## config.mk

```make
export PLATFORM = sky130hd
export DESIGN_NAME = multicycle_control
export DESIGN_NICKNAME = d
export VERILOG_FILES = /design/src/rtl/mc_ctrl_pkg.sv /design/src/rtl/mc_ctrl_decode.sv /design/src/rtl/multicycle_control.sv
export SDC_FILE = /design/constraint.sdc
export NUM_CORES = 1
export LEC_CHECK = 0
export ABC_AREA = 1
export BUFFER_PORTS_ARGS = -buffer_cell sky130_fd_sc_hd__clkbuf_2
export CORE_AREA = 2 2 41 47
export CTS_CLUSTER_DIAMETER = 40
export DETAILED_ROUTE_END_ITERATION = 7
export DIE_AREA = 0 0 43 49
export GPL_ROUTABILITY_DRIVEN = 0
export PLACE_DENSITY = 0.78
export SLEW_MARGIN = 20
export SYNTH_ARGS = -nofsm -noshare
export SYNTH_HDL_FRONTEND = slang
export SYNTH_HIERARCHICAL = 1
export SYNTH_SLANG_ARGS = --single-unit
```

## constraint.sdc

```tcl
create_clock -name clk -period 3.8 [get_ports clk]
set_clock_uncertainty 0.2 [all_clocks]
set_input_delay 1.14 -clock clk [delete_from_list [all_inputs] [get_ports clk]]
set_output_delay 1.14 -clock clk [all_outputs]
set_load 0.01 [all_outputs]
```

## src/rtl/mc_ctrl_pkg.sv

```systemverilog
// Shared encodings for the multi-cycle MIPS control FSM.
// Optional feature macro: MC_JAL_EN (enables JAL dispatch and state).
package mc_ctrl_pkg;

  localparam logic [5:0] OP_RTYPE = 6'h00;
  localparam logic [5:0] OP_J     = 6'h02;
  localparam logic [5:0] OP_JAL   = 6'h03;
  localparam logic [5:0] OP_BEQ   = 6'h04;
  localparam logic [5:0] OP_ADDI  = 6'h08;
  localparam logic [5:0] OP_LW    = 6'h23;
  localparam logic [5:0] OP_SW    = 6'h2B;

  localparam logic [3:0] S_IDLE      = 4'd0;
  localparam logic [3:0] S_FETCH     = 4'd1;
  localparam logic [3:0] S_DECODE    = 4'd2;
  localparam logic [3:0] S_MEM_ADDR  = 4'd3;
  localparam logic [3:0] S_MEM_READ  = 4'd4;
  localparam logic [3:0] S_MEM_WB    = 4'd5;
  localparam logic [3:0] S_MEM_WRITE = 4'd6;
  localparam logic [3:0] S_R_EXEC    = 4'd7;
  localparam logic [3:0] S_R_WB      = 4'd8;
  localparam logic [3:0] S_ADDI_EXEC = 4'd9;
  localparam logic [3:0] S_ADDI_WB   = 4'd10;
  localparam logic [3:0] S_BRANCH    = 4'd11;
  localparam logic [3:0] S_JUMP      = 4'd12;
  localparam logic [3:0] S_JAL       = 4'd13;
  localparam logic [3:0] S_TRAP      = 4'd14;

  localparam logic [3:0] ALUOP_ADDI  = 4'b0001;
  localparam logic [3:0] ALUOP_ADD   = 4'b0010;
  localparam logic [3:0] ALUOP_RTYPE = 4'b1001;
  localparam logic [3:0] ALUOP_SUB   = 4'b1011;

  localparam logic [1:0] SRCB_B     = 2'b00;
  localparam logic [1:0] SRCB_FOUR  = 2'b01;
  localparam logic [1:0] SRCB_IMM   = 2'b10;
  localparam logic [1:0] SRCB_IMMSH = 2'b11;

  localparam logic [1:0] PCSRC_ALU    = 2'b00;
  localparam logic [1:0] PCSRC_ALUOUT = 2'b01;
  localparam logic [1:0] PCSRC_JUMP   = 2'b10;

  localparam logic [1:0] REGDST_RT = 2'b00;
  localparam logic [1:0] REGDST_RD = 2'b01;
  localparam logic [1:0] REGDST_RA = 2'b10;

  localparam logic [1:0] M2R_ALUOUT = 2'b00;
  localparam logic [1:0] M2R_MDR    = 2'b01;
  localparam logic [1:0] M2R_PC     = 2'b10;

  // Moore control word; fetch and retire_on_ready are gated with mem_ready at the top.
  typedef struct packed {
    logic       mem_req;
    logic       mem_read;
    logic       mem_write;
    logic       iord;
    logic       fetch;
    logic       pc_write;
    logic       pc_write_cond;
    logic [1:0] pc_source;
    logic       alu_src_a;
    logic [1:0] alu_src_b;
    logic [3:0] alu_op;
    logic [1:0] reg_dst;
    logic [1:0] mem_to_reg;
    logic       reg_write;
    logic       retire;
    logic       retire_on_ready;
  } ctrl_t;

  function automatic logic [3:0] dispatch(input logic [5:0] op);
    case (op)
      OP_LW, OP_SW: return S_MEM_ADDR;
      OP_RTYPE:     return S_R_EXEC;
      OP_ADDI:      return S_ADDI_EXEC;
      OP_BEQ:       return S_BRANCH;
      OP_J:         return S_JUMP;
`ifdef MC_JAL_EN
      OP_JAL:       return S_JAL;
`endif
      default:      return S_TRAP;
    endcase
  endfunction

endpackage

```

## src/rtl/mc_ctrl_decode.sv

```systemverilog
// Combinational state-to-control-word decoder for multicycle_control.
// Optional feature macro: MC_JAL_EN (adds the JAL control word).
module mc_ctrl_decode
  import mc_ctrl_pkg::*;
(
  input  logic [3:0] state,
  output ctrl_t      ctrl
);

  always_comb begin
    ctrl = '0;
    case (state)
      S_FETCH: begin
        ctrl.mem_req   = 1'b1;
        ctrl.mem_read  = 1'b1;
        ctrl.fetch     = 1'b1;
        ctrl.alu_src_b = SRCB_FOUR;
        ctrl.alu_op    = ALUOP_ADD;
        ctrl.pc_source = PCSRC_ALU;
      end
      S_DECODE: begin
        ctrl.alu_src_b = SRCB_IMMSH;
        ctrl.alu_op    = ALUOP_ADD;
      end
      S_MEM_ADDR: begin
        ctrl.alu_src_a = 1'b1;
        ctrl.alu_src_b = SRCB_IMM;
        ctrl.alu_op    = ALUOP_ADD;
      end
      S_MEM_READ: begin
        ctrl.mem_req  = 1'b1;
        ctrl.mem_read = 1'b1;
        ctrl.iord     = 1'b1;
      end
      S_MEM_WB: begin
        ctrl.reg_write  = 1'b1;
        ctrl.reg_dst    = REGDST_RT;
        ctrl.mem_to_reg = M2R_MDR;
        ctrl.retire     = 1'b1;
      end
      S_MEM_WRITE: begin
        ctrl.mem_req         = 1'b1;
        ctrl.mem_write       = 1'b1;
        ctrl.iord            = 1'b1;
        ctrl.retire_on_ready = 1'b1;
      end
      S_R_EXEC: begin
        ctrl.alu_src_a = 1'b1;
        ctrl.alu_src_b = SRCB_B;
        ctrl.alu_op    = ALUOP_RTYPE;
      end
      S_R_WB: begin
        ctrl.reg_write  = 1'b1;
        ctrl.reg_dst    = REGDST_RD;
        ctrl.mem_to_reg = M2R_ALUOUT;
        ctrl.retire     = 1'b1;
      end
      S_ADDI_EXEC: begin
        ctrl.alu_src_a = 1'b1;
        ctrl.alu_src_b = SRCB_IMM;
        ctrl.alu_op    = ALUOP_ADDI;
      end
      S_ADDI_WB: begin
        ctrl.reg_write  = 1'b1;
        ctrl.reg_dst    = REGDST_RT;
        ctrl.mem_to_reg = M2R_ALUOUT;
        ctrl.retire     = 1'b1;
      end
      S_BRANCH: begin
        ctrl.alu_src_a     = 1'b1;
        ctrl.alu_src_b     = SRCB_B;
        ctrl.alu_op        = ALUOP_SUB;
        ctrl.pc_write_cond = 1'b1;
        ctrl.pc_source     = PCSRC_ALUOUT;
        ctrl.retire        = 1'b1;
      end
      S_JUMP: begin
        ctrl.pc_write  = 1'b1;
        ctrl.pc_source = PCSRC_JUMP;
        ctrl.retire    = 1'b1;
      end
`ifdef MC_JAL_EN
      // PC already holds PC+4 from FETCH, so it is the link value.
      S_JAL: begin
        ctrl.pc_write   = 1'b1;
        ctrl.pc_source  = PCSRC_JUMP;
        ctrl.reg_write  = 1'b1;
        ctrl.reg_dst    = REGDST_RA;
        ctrl.mem_to_reg = M2R_PC;
        ctrl.retire     = 1'b1;
      end
`endif
      default: ;
    endcase
  end

endmodule

```

## src/rtl/multicycle_control.sv

```systemverilog
// Multi-cycle MIPS control FSM: state register, dispatch, Mealy gating, illegal_op flag.
// Optional feature macro: MC_JAL_EN (opcode 0x03 dispatches to JAL instead of TRAP).
module multicycle_control
  import mc_ctrl_pkg::*;
(
  input  logic       clk,
  input  logic       rst_n,
  input  logic [5:0] opcode,
  input  logic       mem_ready,
  output logic       mem_req,
  output logic       MemRead,
  output logic       MemWrite,
  output logic       IorD,
  output logic       IrWrite,
  output logic       PcWrite,
  output logic       PcWriteCond,
  output logic [1:0] PcSource,
  output logic       AluSrcA,
  output logic [1:0] AluSrcB,
  output logic [3:0] AluOp,
  output logic [1:0] RegDst,
  output logic [1:0] MemToReg,
  output logic       RegWrite,
  output logic       retire,
  output logic       illegal_op,
  output logic [3:0] dbg_state
);

  logic [3:0] state;
  logic [3:0] next_state;
  ctrl_t      ctrl;

  // Handshake: a memory request (mem_req) is held with stable address and
  // direction until the cycle mem_ready is high; that cycle completes it.
  always_comb begin
    next_state = state;
    case (state)
      S_IDLE:      next_state = S_FETCH;
      S_FETCH:     if (mem_ready) next_state = S_DECODE;
      S_DECODE:    next_state = dispatch(opcode);
      S_MEM_ADDR:  next_state = (opcode == OP_LW) ? S_MEM_READ : S_MEM_WRITE;
      S_MEM_READ:  if (mem_ready) next_state = S_MEM_WB;
      S_MEM_WRITE: if (mem_ready) next_state = S_FETCH;
      S_R_EXEC:    next_state = S_R_WB;
      S_ADDI_EXEC: next_state = S_ADDI_WB;
      S_MEM_WB, S_R_WB, S_ADDI_WB, S_BRANCH, S_JUMP: next_state = S_FETCH;
`ifdef MC_JAL_EN
      S_JAL:       next_state = S_FETCH;
`endif
      S_TRAP:      next_state = S_TRAP;
      default:     next_state = S_IDLE;
    endcase
  end

  always_ff @(posedge clk or negedge rst_n) begin
    if (!rst_n) begin
      state      <= S_IDLE;
      illegal_op <= 1'b0;
    end else begin
      state <= next_state;
      if (state == S_DECODE && next_state == S_TRAP) illegal_op <= 1'b1;
    end
  end

  mc_ctrl_decode u_decode (
    .state (state),
    .ctrl  (ctrl)
  );

  assign mem_req     = ctrl.mem_req;
  assign MemRead     = ctrl.mem_read;
  assign MemWrite    = ctrl.mem_write;
  assign IorD        = ctrl.iord;
  assign IrWrite     = ctrl.fetch & mem_ready;
  assign PcWrite     = ctrl.pc_write | (ctrl.fetch & mem_ready);
  assign PcWriteCond = ctrl.pc_write_cond;
  assign PcSource    = ctrl.pc_source;
  assign AluSrcA     = ctrl.alu_src_a;
  assign AluSrcB     = ctrl.alu_src_b;
  assign AluOp       = ctrl.alu_op;
  assign RegDst      = ctrl.reg_dst;
  assign MemToReg    = ctrl.mem_to_reg;
  assign RegWrite    = ctrl.reg_write;
  // A waiting store must pulse retire only on its completing cycle.
  assign retire      = ctrl.retire | (ctrl.retire_on_ready & mem_ready);
  assign dbg_state   = state;

endmodule

```

==> metrics.md, run 1 <==
| Metric | Value |
|---|---|
| Tcrit/Tclk final | `80.75%` |
| 1st-pass router iterations | `4` |
| Final setup margin | `731.5 ps` |
| WP data arrival | `1730 ps` |
| Top post-synthesis cells by area | `dfrtp_1 (17%), nand2_1 (17%), inv_1 (9.2%)` |
| Area leader, netlist | `dfrtp_1` |
| Mapped Area | `~740 um^2` |
| Pwr dens | `just under 700 mW/mm^2` |
| Max Slew Vio Count | `0` |
| Via count of the first global-routing pass | `767` |
| Antenna violations before repair | `0` |
| Synth top area share | `16.98%` |
| Hold_buf cts | `0` |
| Largest net degree at the start of global routing | `13` |
| IO Port Bufs | `32` |
| ANT cells | `0` |
| Status | `complete, no violations` |
| CTS root buf | `clkbuf_4` |
| Final Hold Viols | `0` |
| TritonCTS Sinks | `5` |
| CTS resizes | `0` |
| All-Layer GR Usage | `16.78%` |
| Drt first-iter violations | `19` |
| Count of final setup violators | `0` |
| Leak | `0.5676 nW` |
| Final Cell Area | `around 920 um^2` |
| Synth unique cells | `21` |
| GRT overflow | `0` |
| Minimum clock period | `3069 ps` |
| Layout cells sized above 1 | `37.65%` |
| Via count | `852` |
| IO Pins | `36` |
| Final antenna-violating net count | `0` |
| Setup Total Neg Slack | `0 ps` |
| Row cnt | `16` |
| Prevailing post-synth register cell | `dfrtp_1` |
| WP data required | `about 2500 ps` |
| Starting Density | `43.82%` |
| Clock Tree Buf Depth | `2` |
| Most common cell in the netlist | `nand2_1` |
| Crit-path max FO | `4` |
| #FFs+latches synth | `5` |
| Fin Hold WS | `255.3 ps` |
| WL final | `1646 um` |
| CTS tree | `yes` |
| Clock Pin Slew Worst Setup and Hold Paths | `40 ps` |
| Max-cap violations | `0` |
| Max rail drop VDD | `0.2732 mV` |
| Worst Setup End Kind | `output pin` |
| Setup WS pre-CTS | `a little over 700 ps` |
| CTS H-tree depth | `1` |
| Post-DP Area | `between 800 and 900 um^2` |
| Mean Syn Cell Area | `5.713 um^2` |
| Die Y | `49 um` |
| TritonCTS Buffers | `3` |
| Die span in x | `43 um` |
| First-pass GRT wire length | `roughly 2900 um` |
| Vias/cell | `4.733` |
| FMAX | `325.9 MHz` |
| Clk_lat worst skew | `230 ps` |
| Worst Hold Class | `flip-flop to flip-flop` |
| EDFF count, synth | `0` |
| Ys Warns | `6` |
| Die area | `0.002107 mm^2` |
| Crit path launch type | `primary input` |
| Post-CTS setup buffers | `0` |
| Number of fill cells | `175` |
| RSZ-0062 raised after global routing | `false` |
| DRC Markers | `0` |
| Synth Instances | `129` |
| Area Growth Syn to Fin | `24.28%` |
| Commonest cells post-synth | `nand2_1 (33), inv_1 (18), nor2_1 (14)` |
| CP Class | `primary input to output pin` |
| Async set or reset register ratio after synthesis | `100.0%` |
| Sequential area share after synthesis | `16.98%` |
| Core box area | `0.001682 mm^2` |
| WL per Instance | `roughly 9.1 um` |
| Nets | `172` |
| Post-detail-place hpwl | `between 1000 and 1500 um` |
cell usage in the layout, fill, tap and decap left out, drive strengths merged:
| cell | count |
|---|---|
| conb | 3 |
| nor3 | 2 |
| o21a | 1 |
| or2 | 1 |
| nand3 | 16 |
| nand2 | 37 |
| nor2 | 26 |
| dfrtp | 5 |
| clkbuf | 36 |
| a21oi | 5 |
| a21o | 2 |
| nand4 | 1 |
| o21ai | 2 |
| inv | 23 |
| o22ai | 2 |
critical path: stages:
cell and delay, ps:
clkbuf_2 110, nand2_1 60, inv_1 40, or2_2 260, clkbuf_2 130
state kept, by name, summed over array words and instances, names as in the netlist:
| name | flops |
|---|---|
| dbg_state | 4 |
| illegal_op | 1 |
final timing paths:
check / startpoint / end / slack [ps] / cells past startpoint
worst max-delay path: mem_ready / PcWrite / 730 / 5
worst min-delay path: illegal_op / illegal_op / 260 / 2
worst max register to register: dbg_state[1] / illegal_op / 2170 / 9
worst min register to register: illegal_op / illegal_op / 260 / 2
max in group asynchronous: rst_n / dbg_state[1] / 2760 / 1
min in group asynchronous: rst_n / dbg_state[3] / 510 / 1
cells by family (layout without fill, tap and decap cells):
group	after synthesis	count (layout)	share of synthesized area, %
AOI/OAI and AO/OA	12	12	9.507
buffers and inverters	28	59	16.81
DFF	5	5	16.98
other	1	3	0.5088
and+or+nand+nor	83	83	56.20
metal layers:
layer | wire length (um) | up-vias | global-route usage (%) | share of wire [%]
li1 | - | 462 | - | -
met1 | 643 | 361 | 19.27 | 39
met2 | 911 | 29 | 33.08 | 55
met3 | 91 | 0 | 0 | 5.5
met4 | 0 | 0 | 4.545 | 0
met5 | 0 | - | 0 | 0
per-stage QoR:
stage | total power (W) | utilization, % | cells
4_1_cts | 0.0006375 | 54.46 | 180
3_3_place_gp | 0.0005649 | 52.90 | 176
2_1_floorplan | 0.0004320 | - | 131
6_report | 0.0006331 | 54.46 | 180
5_1_grt | 0.0007010 | 54.46 | 180
3_5_place_dp | 0.0005751 | 52.90 | 176
power breakdown:
part | switching (W) | total, W | internal [W]
logic | 0.000281 | 0.000451 | 0.000170
clock network | 0.0000193 | 0.0000588 | 0.0000395
registers | 0.0000512 | 0.000123 | 0.0000723
total | 0.000351 | 0.000633 | 0.000282
cell type report:
cell class | count | area, um^2 | share of cell area (%)
well taps | 18 | 22.52 | 2.459
inverters | 23 | 86.33 | 9.426
multi-input cells | 98 | 495.5 | 54.10
clock buffers | 4 | 26.28 | 2.869
repair buffers | 32 | 160.2 | 17.49
flip-flops and latches | 5 | 125.1 | 13.66
(Power assumes the default switching activity.)
==> run 2, diff against run 1 <==
--- a/config.mk
+++ b/config.mk
@@ -5,14 +5,14 @@
 export SDC_FILE = /design/constraint.sdc
 export NUM_CORES = 1
 export LEC_CHECK = 0
-export ABC_AREA = 1
+export ABC_AREA = 0
 export BUFFER_PORTS_ARGS = -buffer_cell sky130_fd_sc_hd__clkbuf_2
-export CORE_AREA = 2 2 41 47
+export CORE_AREA = 2 2 44 50
 export CTS_CLUSTER_DIAMETER = 40
 export DETAILED_ROUTE_END_ITERATION = 7
-export DIE_AREA = 0 0 43 49
+export DIE_AREA = 0 0 46 52
 export GPL_ROUTABILITY_DRIVEN = 0
-export PLACE_DENSITY = 0.78
+export PLACE_DENSITY = 0.72
 export SLEW_MARGIN = 20
 export SYNTH_ARGS = -nofsm -noshare
 export SYNTH_HDL_FRONTEND = slang
==> constraint.sdc (replaced) <==
create_clock -name clk -period 2.6 [get_ports clk]
set_clock_uncertainty 0.2 [all_clocks]
set_input_delay 0.78 -clock clk [delete_from_list [all_inputs] [get_ports clk]]
set_output_delay 0.78 -clock clk [all_outputs]
set_load 0.01 [all_outputs]
==> metrics.md, run 2 <==
| Metric | Value |
|---|---|
| Crit-path cells | `nand2b_2 -> or2_0 -> a22oi_2 -> a21o_1 -> clkbuf_2` |
| Top post-synthesis cells by area | `dfrtp_1 (17%), buf_4 (9.2%), nor2_1 (7.1%)` |
| Die area | `between 0.002 and 0.0025 mm^2` |
| Status | `complete, no violations` |
| Reg2reg path depth | `5` |
| WL final | `1794 um` |
| Met3 WL | `between 100 and 150 um` |
| WL per Instance | `about 12 um` |
| WP data required | `1620 ps` |
| Prevailing post-synth register cell | `dfrtp_1` |
| Nets | `143` |
| Area Growth Syn to Fin | `22.96%` |
| Compound-Gate Fraction of Synth Area | `between 20 and 30%` |
| Synth Instances | `102` |
| Setup Total Neg Slack | `0 ps` |
| CTS H-tree depth | `1` |
| Leak | `0.4333 nW` |
| DR WL met2 | `882 um` |
| Ys Warns | `6` |
| Clk_lat worst skew | `240 ps` |
| Synth top area share | `between 10% and 20%` |
| Worst Hold Class | `primary input to asynchronous set/reset pin` |
| Largest register FFs | `4` |
| CP delay by family, top | `simple AND/OR/NAND/NOR gates` |
| Max Slew Vio Count | `0` |
| Max-cap violations | `0` |
| Row cnt | `17` |
| Mean Syn Cell Area | `~7.2 um^2` |
| Layout cells sized above 1 | `40.60%` |
| 1st-pass router iterations | `4` |
| R2R setup slack | `890 ps` |
| Crit path largest cell delay | `between 400 and 500 ps` |
| Post-synthesis xor/xnor area fraction | `3.571%` |
| All-Layer GR Usage | `16.17%` |
| Drt first-iter violations | `11` |
| GRT overflow | `0` |
| First-pass GRT wire length | `2898 um` |
| Area leader, netlist | `dfrtp_1` |
| CTS tree | `yes` |
| Clock Pin Slew Worst Setup and Hold Paths | `40 ps` |
| Mux share of post-synthesis cell area | `0%` |
| Final antenna-violating net count | `0` |
| Sequential area share after synthesis | `17.01%` |
| Max rail drop VDD | `0.6407 mV` |
| CTS root buf | `clkbuf_4` |
| Reg-to-Reg End | `illegal_op` |
| Core box area | `0.001914 mm^2` |
| Post-Synth Simple-Gate Area | `approximately 37%` |
| Crit path max-delay cell type | `dfrtp_2` |
| Final Hold Viols | `0` |
| #FFs+latches synth | `5` |
| Post-CTS setup buffers | `0` |
| Tcrit/Tclk final | `95.49%` |
| Via count | `about 830` |
| Die Y | `roughly 52 um` |
| Most common cell in the netlist | `nor2_1` |
| Fin Hold WS | `144.6 ps` |
| Pwr dens | `1189 mW/mm^2` |
| IO Pins | `36` |
| Via count of the first global-routing pass | `a little under 700` |
| Worst Setup End Kind | `output pin` |
| Wl on met1 | `770 um` |
| Most common cell after layout, fill and taps aside | `clkbuf_2` |
| Antenna violations before repair | `0` |
| Most frequent cells in the layout | `clkbuf_2 (32), nor2_1 (14), nand2_1 (8), a21oi_1 (8)` |
| DR top layer | `met3` |
| CP Class | `flip-flop to output pin` |
| DRC Markers | `0` |
| Die span in x | `~46 um` |
| RR Startpoint | `dbg_state[0]` |
| Crit path launch type | `flip-flop` |
| Crit-path max FO | `11` |
| Async set or reset register ratio after synthesis | `100.0%` |
| Largest net degree at the start of global routing | `15` |
| Post-detail-place hpwl | `1383 um` |
| Count of final setup violators | `0` |
| ANT cells | `0` |
| Commonest cells post-synth | `nor2_1 (14), buf_4 (9), a21oi_1 (8), nand2_1 (8), nand2b_1 (8)` |
| EDFF count, synth | `0` |
| Vias/cell | `approximately 5.4` |
| CP bufs+invs | `1` |
| FMAX | `402.8 MHz` |
| WP data arrival | `1500 ps` |
| Overall Power | `0.001076 W` |
| Adder-cell share of the synthesized area | `0%` |
| Synth unique cells | `43` |
| Path length in cells of the critical path | `5` |
| Mapped Area | `735.7 um^2` |
| TritonCTS Sinks | `5` |
| TritonCTS Buffers | `3` |
| Clock Tree Buf Depth | `2` |
| Starting Density | `around two fifths` |
| RSZ-0062 raised after global routing | `false` |
| Largest family of logic cells by synthesized area | `simple AND/OR/NAND/NOR gates` |
| IO Port Bufs | `32` |
| Minimum clock period | `2483 ps` |
run 2: cell types whose count changed after synthesis, moves of 4 or more:
cell	before	now
nand2_1	33	8
inv_1	18	2
nand3_1	13	1
nor2_2	9	0
nand2b_1	0	8
nor3_1	1	6
buf_4	5	9
nand2_2	4	0
run 2: worst max-delay path by stage:
stage,startpoint,end
final,dbg_state[3],retire
after global routing,dbg_state[3],PcWrite
after CTS,dbg_state[0],PcWrite
after detailed placement,mem_ready,PcWrite
after global placement,mem_ready,PcWrite
after floorplan,dbg_state[0],PcWrite
run 2: worst register-to-register path: stages, from the launching register on:
cell	delay, ps
dfrtp_2	480
buf_4	200
nor2_1	150
nand2_1	70
o311ai_1	350
a31oi_1	130
run 2: repair_timing:
| item | CTS | global route |
|---|---|---|
| gates resized for setup | 1 | 4 |
| setup endpoints to repair | 1 | 2 |
| cloned | 0 | 0 |
| hold buffers | 0 | 0 |
run 2: cell type report:
type	instances	area, um^2
fill	202	1010
inverter	4	15.01
timing repair buffer	37	197.7
sequential	5	128.9
clock buffer	4	26.28
multi-input combinational	83	513.0
tap	19	23.77
run 2: kinds of logic after synthesis:
group                     after synthesis
buffers and inverters                  16
AOI/OAI and AO/OA                      26
other                                   1
DFF                                     5
and+or+nand+nor                        51
xor gates and xnor gates                3
run 2: report_power, final:
part | leakage, nW | internal, W | total, W | switching (W)
logic | 0.358 | 0.000357 | 0.000795 | 0.000439
registers | 0.0599 | 0.000117 | 0.000191 | 0.0000739
clock network | 0.0150 | 0.0000580 | 0.0000900 | 0.0000320
total | 0.433 | 0.000531 | 0.00108 | 0.000544
run 2: metrics by stage:
step	instances	setup WS (ps)	area [um^2]	utilization, %
floorplan	104	276.3	743.2	-
global placement	148	192.1	864.6	45.16
detailed placement	148	174.4	864.6	45.16
CTS	152	23.86	892.1	46.60
global route	152	39.85	904.6	47.25
finish	152	117.3	904.6	47.25
run 2: layer usage:
metal  GRT usage (%)  up-vias
li1                -      422
met1           19.12      368
met2           28.01       37
met3           5.208        0
met4           2.857        0
met5               0        -
